`src/rtl/nap_timer_ctrl_if.sv`:
```
// Nap timer control bus.
// Groups the main-FSM request signals and the timer status signals.
//   master : main FSM side   (drives enSleep/enAlarm/enCancel/napMinutes,
//                             observes completeSleep/sleeping/remain*/buzzer)
//   slave  : nap timer side  (the reverse)
interface nap_timer_ctrl_if;
  logic       enSleep;
  logic       enAlarm;
  logic       enCancel;
  logic [6:0] napMinutes;
  logic       completeSleep;
  logic       sleeping;
  logic [6:0] remainMin;
  logic [5:0] remainSec;
  logic       buzzer;

  modport master (
    output enSleep, enAlarm, enCancel, napMinutes,
    input  completeSleep, sleeping, remainMin, remainSec, buzzer
  );

  modport slave (
    input  enSleep, enAlarm, enCancel, napMinutes,
    output completeSleep, sleeping, remainMin, remainSec, buzzer
  );
endinterface

```
`src/rtl/nap_timer_ctrl.sv`:
```
// Nap countdown and alarm buzzer sequencer.
// Loads a clamped nap length (1..99 min) when the main FSM enters sleep,
// counts down in mm:ss using a TICKS_PER_SEC prescaler, raises completeSleep
// at 00:00, and drives a periodic buzzer pattern while the alarm is enabled.
// Ports:
//   clock : system clock, rising edge
//   reset : synchronous, active-low reset
//   bus   : nap_timer_ctrl_if.slave (enables, napMinutes in; status, time,
//           buzzer out -- all outputs registered)
module nap_timer_ctrl #(
  parameter int TICKS_PER_SEC = 1000,
  parameter int BEEP_PERIOD   = 500,
  parameter int BEEP_ON       = 250
) (
  input  logic              clock,
  input  logic              reset,
  nap_timer_ctrl_if.slave   bus
);

  localparam int PW = (TICKS_PER_SEC > 2) ? $clog2(TICKS_PER_SEC) : 1;
  localparam int BW = (BEEP_PERIOD > 2) ? $clog2(BEEP_PERIOD) : 1;

  typedef enum logic [1:0] {IDLE, COUNT, DONE, ALARM} state_t;

  state_t        state_q, state_d;
  logic [PW-1:0] presc_q, presc_d;
  logic [BW-1:0] beep_q, beep_d;
  logic [6:0]    min_q, min_d;
  logic [5:0]    sec_q, sec_d;
  logic          complete_q, complete_d;
  logic          sleeping_q, sleeping_d;
  logic          buzzer_q, buzzer_d;

  // Decremented time, only used on a terminal prescaler tick.
  logic [6:0]    min_dec;
  logic [5:0]    sec_dec;
  logic [BW-1:0] beep_next;

  always_comb begin
    if (sec_q != 6'd0) begin
      sec_dec = sec_q - 6'd1;
      min_dec = min_q;
    end else begin
      sec_dec = 6'd59;
      // Guard against underflow; COUNT never sees 00:00, but stay safe.
      min_dec = (min_q != 7'd0) ? (min_q - 7'd1) : 7'd0;
    end
    beep_next = (beep_q == BW'(BEEP_PERIOD - 1)) ? '0 : (beep_q + 1'b1);
  end

  always_comb begin
    state_d    = state_q;
    presc_d    = presc_q;
    beep_d     = beep_q;
    min_d      = min_q;
    sec_d      = sec_q;
    complete_d = complete_q;
    sleeping_d = sleeping_q;
    buzzer_d   = buzzer_q;

    if (bus.enCancel) begin
      state_d    = IDLE;
      presc_d    = '0;
      beep_d     = '0;
      min_d      = '0;
      sec_d      = '0;
      complete_d = 1'b0;
      sleeping_d = 1'b0;
      buzzer_d   = 1'b0;
    end else begin
      case (state_q)
        IDLE: begin
          presc_d    = '0;
          beep_d     = '0;
          min_d      = '0;
          sec_d      = '0;
          complete_d = 1'b0;
          sleeping_d = 1'b0;
          buzzer_d   = 1'b0;
          // enSleep takes precedence over a simultaneous enAlarm.
          if (bus.enSleep) begin
            state_d    = COUNT;
            sleeping_d = 1'b1;
            if (bus.napMinutes == 7'd0)
              min_d = 7'd1;
            else if (bus.napMinutes > 7'd99)
              min_d = 7'd99;
            else
              min_d = bus.napMinutes;
          end
        end

        COUNT: begin
          if (!bus.enSleep) begin
            state_d    = IDLE;
            presc_d    = '0;
            min_d      = '0;
            sec_d      = '0;
            sleeping_d = 1'b0;
            complete_d = 1'b0;
          end else if (presc_q == PW'(TICKS_PER_SEC - 1)) begin
            presc_d = '0;
            min_d   = min_dec;
            sec_d   = sec_dec;
            // The tick that lands on 00:00 finishes the nap on the same edge.
            if (min_dec == 7'd0 && sec_dec == 6'd0) begin
              state_d    = DONE;
              complete_d = 1'b1;
              sleeping_d = 1'b0;
            end
          end else begin
            presc_d = presc_q + 1'b1;
          end
        end

        DONE: begin
          complete_d = 1'b1;
          if (bus.enAlarm) begin
            state_d    = ALARM;
            complete_d = 1'b0;
            beep_d     = '0;
            buzzer_d   = 1'b1;
          end else if (!bus.enSleep) begin
            state_d    = IDLE;
            complete_d = 1'b0;
          end
        end

        ALARM: begin
          if (!bus.enAlarm) begin
            state_d  = IDLE;
            beep_d   = '0;
            buzzer_d = 1'b0;
          end else begin
            // Buzzer follows the counter value being loaded, so the pattern
            // starts high on the first ALARM cycle.
            beep_d   = beep_next;
            buzzer_d = (beep_next < BW'(BEEP_ON));
          end
        end

        default: state_d = IDLE;
      endcase
    end
  end

  always_ff @(posedge clock) begin
    if (!reset) begin
      state_q    <= IDLE;
      presc_q    <= '0;
      beep_q     <= '0;
      min_q      <= '0;
      sec_q      <= '0;
      complete_q <= 1'b0;
      sleeping_q <= 1'b0;
      buzzer_q   <= 1'b0;
    end else begin
      state_q    <= state_d;
      presc_q    <= presc_d;
      beep_q     <= beep_d;
      min_q      <= min_d;
      sec_q      <= sec_d;
      complete_q <= complete_d;
      sleeping_q <= sleeping_d;
      buzzer_q   <= buzzer_d;
    end
  end

  assign bus.completeSleep = complete_q;
  assign bus.sleeping      = sleeping_q;
  assign bus.remainMin     = min_q;
  assign bus.remainSec     = sec_q;
  assign bus.buzzer        = buzzer_q;

endmodule

```
`src/flat_wrapper.sv`:
```
// flat-port wrapper written by rule: the top's interface ports become plain ports
module nap_timer_ctrl_flat 
#(
  parameter int TICKS_PER_SEC = 1000,
  parameter int BEEP_PERIOD   = 500,
  parameter int BEEP_ON       = 250
)
  (clock, reset, bus_enSleep, bus_enAlarm, bus_enCancel, bus_napMinutes, bus_completeSleep, bus_sleeping, bus_remainMin, bus_remainSec, bus_buzzer);
  nap_timer_ctrl_if bus_i ();
  input  logic clock;
  input  logic reset;
  input wire logic [$bits(bus_i.enSleep)-1:0] bus_enSleep;
  input wire logic [$bits(bus_i.enAlarm)-1:0] bus_enAlarm;
  input wire logic [$bits(bus_i.enCancel)-1:0] bus_enCancel;
  input wire logic [$bits(bus_i.napMinutes)-1:0] bus_napMinutes;
  output wire logic [$bits(bus_i.completeSleep)-1:0] bus_completeSleep;
  output wire logic [$bits(bus_i.sleeping)-1:0] bus_sleeping;
  output wire logic [$bits(bus_i.remainMin)-1:0] bus_remainMin;
  output wire logic [$bits(bus_i.remainSec)-1:0] bus_remainSec;
  output wire logic [$bits(bus_i.buzzer)-1:0] bus_buzzer;
  assign bus_i.enSleep = bus_enSleep;
  assign bus_i.enAlarm = bus_enAlarm;
  assign bus_i.enCancel = bus_enCancel;
  assign bus_i.napMinutes = bus_napMinutes;
  assign bus_completeSleep = bus_i.completeSleep;
  assign bus_sleeping = bus_i.sleeping;
  assign bus_remainMin = bus_i.remainMin;
  assign bus_remainSec = bus_i.remainSec;
  assign bus_buzzer = bus_i.buzzer;
  nap_timer_ctrl #(.TICKS_PER_SEC(TICKS_PER_SEC), .BEEP_PERIOD(BEEP_PERIOD), .BEEP_ON(BEEP_ON)) u_core (.clock(clock), .reset(reset), .bus(bus_i));
endmodule
```
`config.mk`:
```
export PLATFORM = sky130hd
export DESIGN_NAME = nap_timer_ctrl_flat
export DESIGN_NICKNAME = d
export VERILOG_FILES = /design/src/rtl/nap_timer_ctrl_if.sv /design/src/rtl/nap_timer_ctrl.sv /design/src/flat_wrapper.sv
export SDC_FILE = /design/constraint.sdc
export NUM_CORES = 1
export LEC_CHECK = 0
export ABC_AREA = 1
export BUFFER_PORTS_ARGS = -buffer_cell sky130_fd_sc_hd__buf_4
export CAP_MARGIN = 20
export CORE_ASPECT_RATIO = 0.5
export CORE_MARGIN = 5
export CORE_UTILIZATION = 30
export CTS_CLUSTER_DIAMETER = 50
export DETAILED_ROUTE_END_ITERATION = 16
export PLACE_DENSITY = 0.51
export SYNTH_ARGS = -nofsm -noshare
export SYNTH_HDL_FRONTEND = slang
export SYNTH_SLANG_ARGS = --single-unit
```
`constraint.sdc`:
```
create_clock -name clock -period 3.4 [get_ports clock]
set_input_delay 1.02 -clock clock [delete_from_list [all_inputs] [get_ports clock]]
set_output_delay 1.02 -clock clock [all_outputs]
set_load 0.005 [all_outputs]
```
* After elaboration in Yosys (flattened, before gate mapping)
Cells that the tools add are included.
** Word-level totals
- Output and inout bits :: 16
- Flip-flop bits (word level) :: 37
- Input bits :: 12
- Word-level logic and storage cells :: 82
** Operators by class
- Reduce and logical (&&, ||, !) cells :: 16
- Eq/ne operators :: 11
- Muxes and demuxes :: 40
- Bitwise operators :: 1
- $lt $le $gt $ge :: 2
- Add/subtract/negate cells :: 4
** Operators with widths (number)
- $mux W7 :: 7
- $mux W9 :: 3
- $pmux W9 S3 :: 1
- $mux W10 :: 2
- $pmux W10 S2 :: 1
- $mux W6 :: 3
- $logic_not A7 Y1 :: 2
- $mux W2 :: 7
- $pmux W7 S2 :: 1
- $pmux W6 S2 :: 1
- $add A10 B1 Y10 const B :: 1
- $eq A10 B10 Y1 const B :: 1
- $mux W1 :: 10
- $add A9 B1 Y9 const B :: 1
- $eq A9 B9 Y1 const B :: 1
- $lt A9 B8 Y1 const B :: 1
- $pmux W2 S4 :: 1
- $gt A7 B7 Y1 const B :: 1
- $reduce_bool A7 Y1 :: 1
- $sub A7 B1 Y7 const B :: 1
- $logic_not A6 Y1 :: 1
- $ne A2 B2 Y1 const B :: 3
- $ne A3 B2 Y1 const B :: 2
- $pmux W1 S3 :: 2
- 15 further kinds :: 19

* Longest topological paths before layout
Gate-level depths: netlist of run 1.
- Depth after elaboration :: 9
- Depth in mapped cells :: 13
- Mapped depth without buffers :: 13

* Worst setup path before layout of run 1
OpenSTA, ideal clock, no wires.
- Path kind :: input to register
- From :: input port bus_enSleep
- To :: register u_core.min_q[2], in the netlist u_core.bus.remainMin[2]
- Setup time :: 0.095 ns
- Stages :: 6
- Slack :: 1.298 ns
- Buffers on the path :: 1
- Data required time :: 3.305 ns
- Arrival :: 2.007 ns
- Cells stage by stage :: nand2_1 clkinv_1 nand2_1 nand2_1 buf_2 a221oi_1
** On the way
- Longest elaborated chain between the ends :: 2
- Elaborated cells on any way between the ends :: 5
- Classes of those cells :: eq/ne: 1; mux: 3; reduce/logical: 1
** RTL lines
- from (decl) :: RTL line flat_wrapper.sv:12 : input wire logic [$bits(bus_i.enSleep)-1:0] bus_enSleep;
- $mux W7, or another cell as far along :: RTL line nap_timer_ctrl.sv:94 : if (!bus.enSleep) begin
- $pmux W7 S2 / $reduce_and A2 Y1 (equally long branches)
- to (signal assigned) :: RTL line nap_timer_ctrl.sv:161 : min_q <= min_d;
- to (decl) :: RTL line nap_timer_ctrl.sv:28 : logic [6:0] min_q, min_d;
Several ways; a longest one is shown, not always the timed one.
A chain may end at the register's enable or synchronous reset.

* Final worst setup path of run 1
- From :: input port bus_enSleep
- To :: register u_core.sec_q[1], in the netlist u_core.bus.remainSec[1]
** On the way
- Longest elaborated chain between the ends :: 2
- Elaborated cells on any way between the ends :: 4
- Classes of those cells :: eq/ne: 1; mux: 2; reduce/logical: 1
** RTL lines
- $mux W6 / $ne A3 B2 Y1 (equally long branches)
- $pmux W6 S2 / $reduce_and A2 Y1 (equally long branches)
- to (signal assigned) :: RTL line nap_timer_ctrl.sv:153 : sec_q <= '0;
- to (signal assigned) :: RTL line nap_timer_ctrl.sv:162 : sec_q <= sec_d;
- to (decl) :: RTL line nap_timer_ctrl.sv:29 : logic [5:0] sec_q, sec_d;
Several ways; a longest one is shown, not always the timed one.

==> results of run 1 <==
[cell type report]
| type | count | area (um^2) |
|---|---|---|
| inverters | 56 | 210 |
| well taps | 108 | 135 |
| clock inverters | 3 | 65.1 |
| multi-input cells | 266 | 1400 |
| clock buffers | 5 | 125 |
| fillers | 799 | 4610 |
| repair buffers | 30 | 225 |
| flip-flops and latches | 37 | 741 |
[where the power goes]
group	internal [mW]	switching [mW]	total, mW	leakage [nW]
sequential	0.443	0.0110	0.454	0.299
clock	0.419	0.177	0.596	0.0938
combinational	0.0726	0.126	0.198	0.878
[kinds of logic (layout without fill, tap and decap cells)]
logic type | Yosys count | after routing | share of synthesized area
compound gates | 73 | 73 | 0.183
xor+xnor | 3 | 3 | 0.0110
fa+ha+maj | 12 | 12 | 0.0631
buf+inv | 61 | 94 | 0.100
flops | 37 | 37 | 0.311
simple gates | 178 | 178 | 0.331
[state kept, by name, summed over array words and instances, names as in the netlist]
name / count
u_core.beep_q: 9
u_core.bus.buzzer: 1
u_core.bus.remainMin: 7
u_core.bus.sleeping: 1
u_core.bus.completeSleep: 1
u_core.bus.remainSec: 6
u_core.state_q: 2
u_core.presc_q: 10
[final timing paths]
| path | from | to | slack [ns] | depth (start not counted) |
|---|---|---|---|---|
| max | bus_enSleep | u_core.bus.remainSec[1] | 1.00 | 8 |
| min reg2reg | u_core.bus.sleeping | u_core.bus.sleeping | 0.48 | 2 |
| min | u_core.bus.sleeping | u_core.bus.sleeping | 0.48 | 2 |
| max reg2reg | u_core.state_q[1] | u_core.bus.remainSec[1] | 1.17 | 9 |
[stage by stage]
stage                     worst slack (ns)  utilization
after floorplan                       1.30            -
after global placement               0.840        0.361
after detailed placement             0.715        0.361
after CTS                            0.999        0.386
after global routing                 0.766        0.386
final                                 1.00        0.386
[worst max-delay path, stage by stage]
cell and delay (ns):
buf_4 0.12, nand2_1 0.14, clkinv_1 0.27, nand2_1 0.20
nand2_1 0.18, nand2_1 0.36, o21ai_0 0.16, o21a_1 0.13
[cell usage in the layout, fill, tap and decap left out]
cell | netlist | routed
nand2_1 | 76 | 76
xor2_1 | 2 | 2
nand4_1 | 6 | 6
nor2_2 | 2 | 2
o21ai_1 | 2 | 2
nor2_4 | 2 | 2
inv_1 | 55 | 55
o211ai_1 | 2 | 2
dfxtp_1 | 37 | 37
o32ai_1 | 1 | 1
a221oi_1 | 5 | 5
o21ai_0 | 19 | 19
clkinv_2 | 0 | 1
a211oi_1 | 3 | 3
o21a_1 | 1 | 1
clkinv_1 | 1 | 1
a22oi_1 | 4 | 4
nand3_1 | 35 | 35
a21oi_1 | 31 | 31
nor2_1 | 43 | 43
xnor2_1 | 1 | 1
ha_1 | 12 | 12
nand3_2 | 3 | 3
clkbuf_16 | 0 | 5
a21boi_2 | 1 | 1
bufinv_16 | 0 | 2
a31oi_1 | 3 | 3
nor3_1 | 8 | 8
nor3b_1 | 3 | 3
o21bai_4 | 1 | 1
buf_4 | 0 | 30
[synthesized netlist by cell type (all sizes together) (2+ instances only)]
cell type   n
a22oi       4
buf         3
a21oi      31
inv        55
o211ai      2
a31oi       3
nor3b       3
xor2        2
nand3      38
nand4       6
a221oi      5
nor2       47
nand2      76
dfxtp      37
o21ai      21
clkbuf      2
ha         12
nor3        8
a211oi      3
[per-layer routing]
metal / share of wire / global-route usage / vias up
met4: 0.0058 / 0.0380 / 0
met5: 0 / 0 / -
met2: 0.45 / 0.198 / 41
met3: 0.047 / 0.0317 / 2
li1: - / - / 1270
met1: 0.49 / 0.171 / 1063
==> flow_metrics.env, run 1 <==
export IMPL_outcome="complete, no violations"
export IMPL_synth_edf_count=0
export IMPL_grt_pass1_vias=2202
export IMPL_cts_hold_buf=0
export IMPL_cts_tree="built"
export IMPL_clock_skew_ns=0.00317
export IMPL_grt_ovfl_total=0
export IMPL_setup_violations=0
export IMPL_min_period_ns=2.40
export IMPL_end_kind="register"
export IMPL_critPathArrivalTime_ns=2.57
export IMPL_powerDensity_mw_per_mm2=430
export IMPL_seq_area_frac_synth=0.311
export IMPL_clock_path_buffers=2
export IMPL_hold_class="reg2reg"
export IMPL_n_antenna_cell=0
export IMPL_async_flop_share=0
export IMPL_rsz0062_at_grt="no"
export IMPL_worstPathMaxFanout=12
export IMPL_cts_repair_resized=0
export IMPL_drt_initial_drc_count=186
export IMPL_synthFlopType="dfxtp_1"
export IMPL_critPathKind="in2reg"
export IMPL_grt_use_total=0.126
export IMPL_cts_made_buffers=5
export IMPL_worstPathRequired_ns=3.57
export IMPL_portBuffers=27
export IMPL_cts_setup_buffers=0
export IMPL_max_slew_margin=0.667
export IMPL_h_tree_depth=2
export IMPL_die_w_um=136
export IMPL_syn_nets=388
export IMPL_syn_area_mm2=0.00238
export IMPL_power_leakage_nw=1.27
export IMPL_cp_start_kind="input pin"
export IMPL_maxCapViolCount=0
export IMPL_layout_nets=420
export IMPL_synth_top_area_share=0.311
export IMPL_synth_warnings=0
export IMPL_drt_pass1_iter_count=4
export IMPL_vias=2376
export IMPL_hold_viol=0
export IMPL_areaGrowthSynthToFinish_pct=21.9
export IMPL_synth_area_top_cells="dfxtp_1 (31%), nand2_1 (12%), inv_1 (8.7%)"
export IMPL_routed_wl_um=5820
export IMPL_drive_gt1_frac=0.118
export IMPL_period_share=0.705
export IMPL_rows=22
export IMPL_ant_nets=0
export IMPL_synthCells=364
export IMPL_syn_mean_instance_area_um2=6.54
export IMPL_gp_congestion=0.854
export IMPL_post_synth_top_area_cell="dfxtp_1"
export IMPL_fin_hold_ws_ns=0.476
export IMPL_grt_start_max_net_pins=22
export IMPL_hpwlAfterDp_um=4580
export IMPL_slew_violations=0
export IMPL_grt_pass1_wl_um=10200
export IMPL_ir_drop_mv=0.205
export IMPL_fin_cells=505
export IMPL_synth_cell_types=30
export IMPL_clk_pin_slew_ns=0.06
export IMPL_die_h_um=73.0
export IMPL_initial_utilization=0.317
export IMPL_final_cell_area_mm2=0.00290
export IMPL_antenna_found_initial=0
export IMPL_ys_ff_latch=37
export IMPL_finalPower_mw=1.25
export IMPL_ioPinCount=28
export IMPL_drc=0
export IMPL_tightest_slew_ns=0.496
export IMPL_cts_root_buffer="clkbuf_16"
export IMPL_die_area_mm2=0.00992
export IMPL_postPlaceCellArea_mm2=0.00271
export IMPL_tns_ns=0
export IMPL_clock_latency_ns=0.28
export IMPL_dpl_cell_count=497
export IMPL_fmax_ghz=0.417
export IMPL_cts_sinks=37
export IMPL_wl_per_cell_um=11.5
export IMPL_drt_vias_per_instance=4.70
export IMPL_design_core_area_mm2=0.00751
Note: power is estimated with default switching activity, not from simulation.
==> run 2: changes to the inputs <==
--- a/config.mk
+++ b/config.mk
@@ -13,7 +13,7 @@
 export CORE_UTILIZATION = 30
 export CTS_CLUSTER_DIAMETER = 50
 export DETAILED_ROUTE_END_ITERATION = 16
-export PLACE_DENSITY = 0.51
+export PLACE_DENSITY = 0.52
 export SYNTH_ARGS = -nofsm -noshare
 export SYNTH_HDL_FRONTEND = slang
 export SYNTH_SLANG_ARGS = --single-unit
==> constraint.sdc (replaced) <==
create_clock -name clock -period 2.2 [get_ports clock]
set_input_delay 0.66 -clock clock [delete_from_list [all_inputs] [get_ports clock]]
set_output_delay 0.66 -clock clock [all_outputs]
set_load 0.005 [all_outputs]
==> run 2 against run 1 <==
Compared with the run above:
- critical path depth is 3 higher
- first-iteration DRC count fell by 18%
- clock power increased by 21%
- sequential power rose by 54%
- routed wire length fell by 0.62%
- total power is 39% higher
- combinational power rose by 59%
- cell count increased by 0.99%
- die area stayed put
- sequential cell count unchanged
- setup slack got worse by 0.76 ns
- highest routed layer unchanged
==> flow_metrics.env, run 2 (synthesis gave the netlist of run 1 again) <==
export IMPL_outcome="complete, no violations"
export IMPL_drive_gt1_frac=0.129
export IMPL_tightest_slew_ns=0.365
export IMPL_ir_drop_mv=0.269
export IMPL_worstReg2RegStart="u_core.bus.remainSec[0]"
export IMPL_tns_ns=0
export IMPL_worstPathRequired_ns=2.36
export IMPL_drt_pass1_iter_count=5
export IMPL_critPathKind="reg2reg"
export IMPL_holdCritStartpoint="u_core.bus.sleeping"
export IMPL_rows=22
export IMPL_hold_class="reg2reg"
export IMPL_cts_hold_buf=0
export IMPL_drt_vias_per_instance=4.63
export IMPL_reg2reg_setup_slack_ns=0.24
export IMPL_die_h_um=73.0
export IMPL_clock_path_buffers=2
export IMPL_final_cell_area_mm2=0.00291
export IMPL_rsz0062_at_grt="no"
export IMPL_grt_pass1_vias=2225
export IMPL_fmax_ghz=0.511
export IMPL_fin_hold_ws_ns=0.475
export IMPL_top_register="u_core.presc_q"
export IMPL_hpwlAfterDp_um=4490
export IMPL_maxCapViolCount=0
export IMPL_cts_made_buffers=5
export IMPL_final_common_cell="nand2_1"
export IMPL_vias=2363
export IMPL_hold_viol=0
export IMPL_initial_utilization=0.317
export IMPL_ff2ff_path_depth=11
export IMPL_areaGrowthSynthToFinish_pct=22.2
export IMPL_cp_start_kind="register"
export IMPL_clock_latency_ns=0.28
export IMPL_fillCellCount=819
export IMPL_min_period_ns=1.96
export IMPL_cts_setup_buffers=0
export IMPL_max_slew_margin=0.756
export IMPL_ant_nets=0
export IMPL_grt_use_total=0.125
export IMPL_drc=0
export IMPL_power_leakage_nw=1.28
export IMPL_r2r_end="u_core.state_q[1]"
export IMPL_die_area_mm2=0.00992
export IMPL_layout_nets=426
export IMPL_clock_skew_ns=0.00493
export IMPL_utilization=0.387
export IMPL_powerDensity_mw_per_mm2=597
export IMPL_cts_tree="built"
export IMPL_grt_pass1_wl_um=10200
export IMPL_cts_root_buffer="clkbuf_16"
export IMPL_n_antenna_cell=0
export IMPL_setup_violations=0
export IMPL_largest_reg_flops=10
export IMPL_whs_endpoint="u_core.bus.sleeping"
export IMPL_critPathArrivalTime_ns=2.12
export IMPL_h_tree_depth=2
export IMPL_design_core_area_mm2=0.00751
export IMPL_worstPathMaxFanout=8
export IMPL_grt_ovfl_total=0
export IMPL_postPlaceCellArea_mm2=0.00276
export IMPL_clk_pin_slew_ns=0.06
export IMPL_drt_initial_drc_count=153
export IMPL_hold_depth=2
export IMPL_gp_congestion=0.819
export IMPL_setup_ws_ns=0.244
export IMPL_cts_sinks=37
export IMPL_antenna_found_initial=0
export IMPL_pre_cts_ws_ns=0.179
export IMPL_portBuffers=27
export IMPL_grt_start_max_net_pins=22
export IMPL_mostFrequentLayoutCells="nand2_1 (76), inv_1 (55), nor2_1 (42), dfxtp_1 (37), buf_4 (36)"
export IMPL_period_share=0.889
export IMPL_slew_violations=0
export IMPL_routed_wl_um=5780
export IMPL_end_kind="register"
export IMPL_ioPinCount=28
export IMPL_wl_per_cell_um=11.3
export IMPL_die_w_um=136
run 2: repair_timing:
item | CTS | global route
resized for setup | 0 | 2
endpoints found under the setup margin | 0 | 4
endpoints found under the hold margin | 0 | 0
run 2: worst max-delay path by stage:
| stage | from | end | slack (ns) | depth (start not counted) |
|---|---|---|---|---|
| after CTS | u_core.bus.remainSec[0] | u_core.state_q[1] | 0.16 | 11 |
| after global routing | u_core.bus.remainSec[0] | u_core.state_q[1] | 0.03 | 11 |
| final | u_core.bus.remainSec[0] | u_core.state_q[1] | 0.24 | 11 |
| after floorplan | u_core.bus.remainSec[0] | u_core.state_q[0] | 0.44 | 13 |
| after global placement | u_core.bus.remainSec[0] | u_core.state_q[0] | 0.21 | 11 |
| after detailed placement | u_core.bus.remainSec[0] | u_core.state_q[1] | 0.18 | 11 |
run 2: layout make-up:
class | instances | area (um^2) | area share
Clock buffer | 7 | 143 | 0.0490
Tap cell | 108 | 135 | 0.0465
Timing Repair Buffer | 36 | 270 | 0.0929
Sequential cell | 37 | 741 | 0.255
Inverter | 56 | 210 | 0.0723
Multi-Input combinational cell | 266 | 1410 | 0.485
run 2: routing by layer:
metal / GRT usage / wire (um)
met4: 0.0268 / 47
met3: 0.0358 / 250
met5: 0 / 0
met1: 0.169 / 2990
met2: 0.201 / 2500
run 2: power breakdown:
group / switching (mW) / internal [mW]
logic: 0.196 / 0.119
registers: 0.0167 / 0.684
clock network: 0.276 / 0.445
run 2: per-stage QoR:
stage,total power [mW],cells
6_report,1.74,510
5_1_grt,1.84,510
4_1_cts,1.76,510
3_5_place_dp,1.03,503
3_3_place_gp,1.03,503
2_1_floorplan,0.934,364
run 2: critical path: stages (launching register included):
cell	delay, ns
dfxtp_1	0.32
inv_1	0.18
ha_1	0.25
nand2_1	0.11
nor2_4	0.17
nand2_1	0.16
nand3_1	0.13
nand3_2	0.10
o21bai_4	0.20
nand2_1	0.09
nand2_1	0.07
a21oi_1	0.05
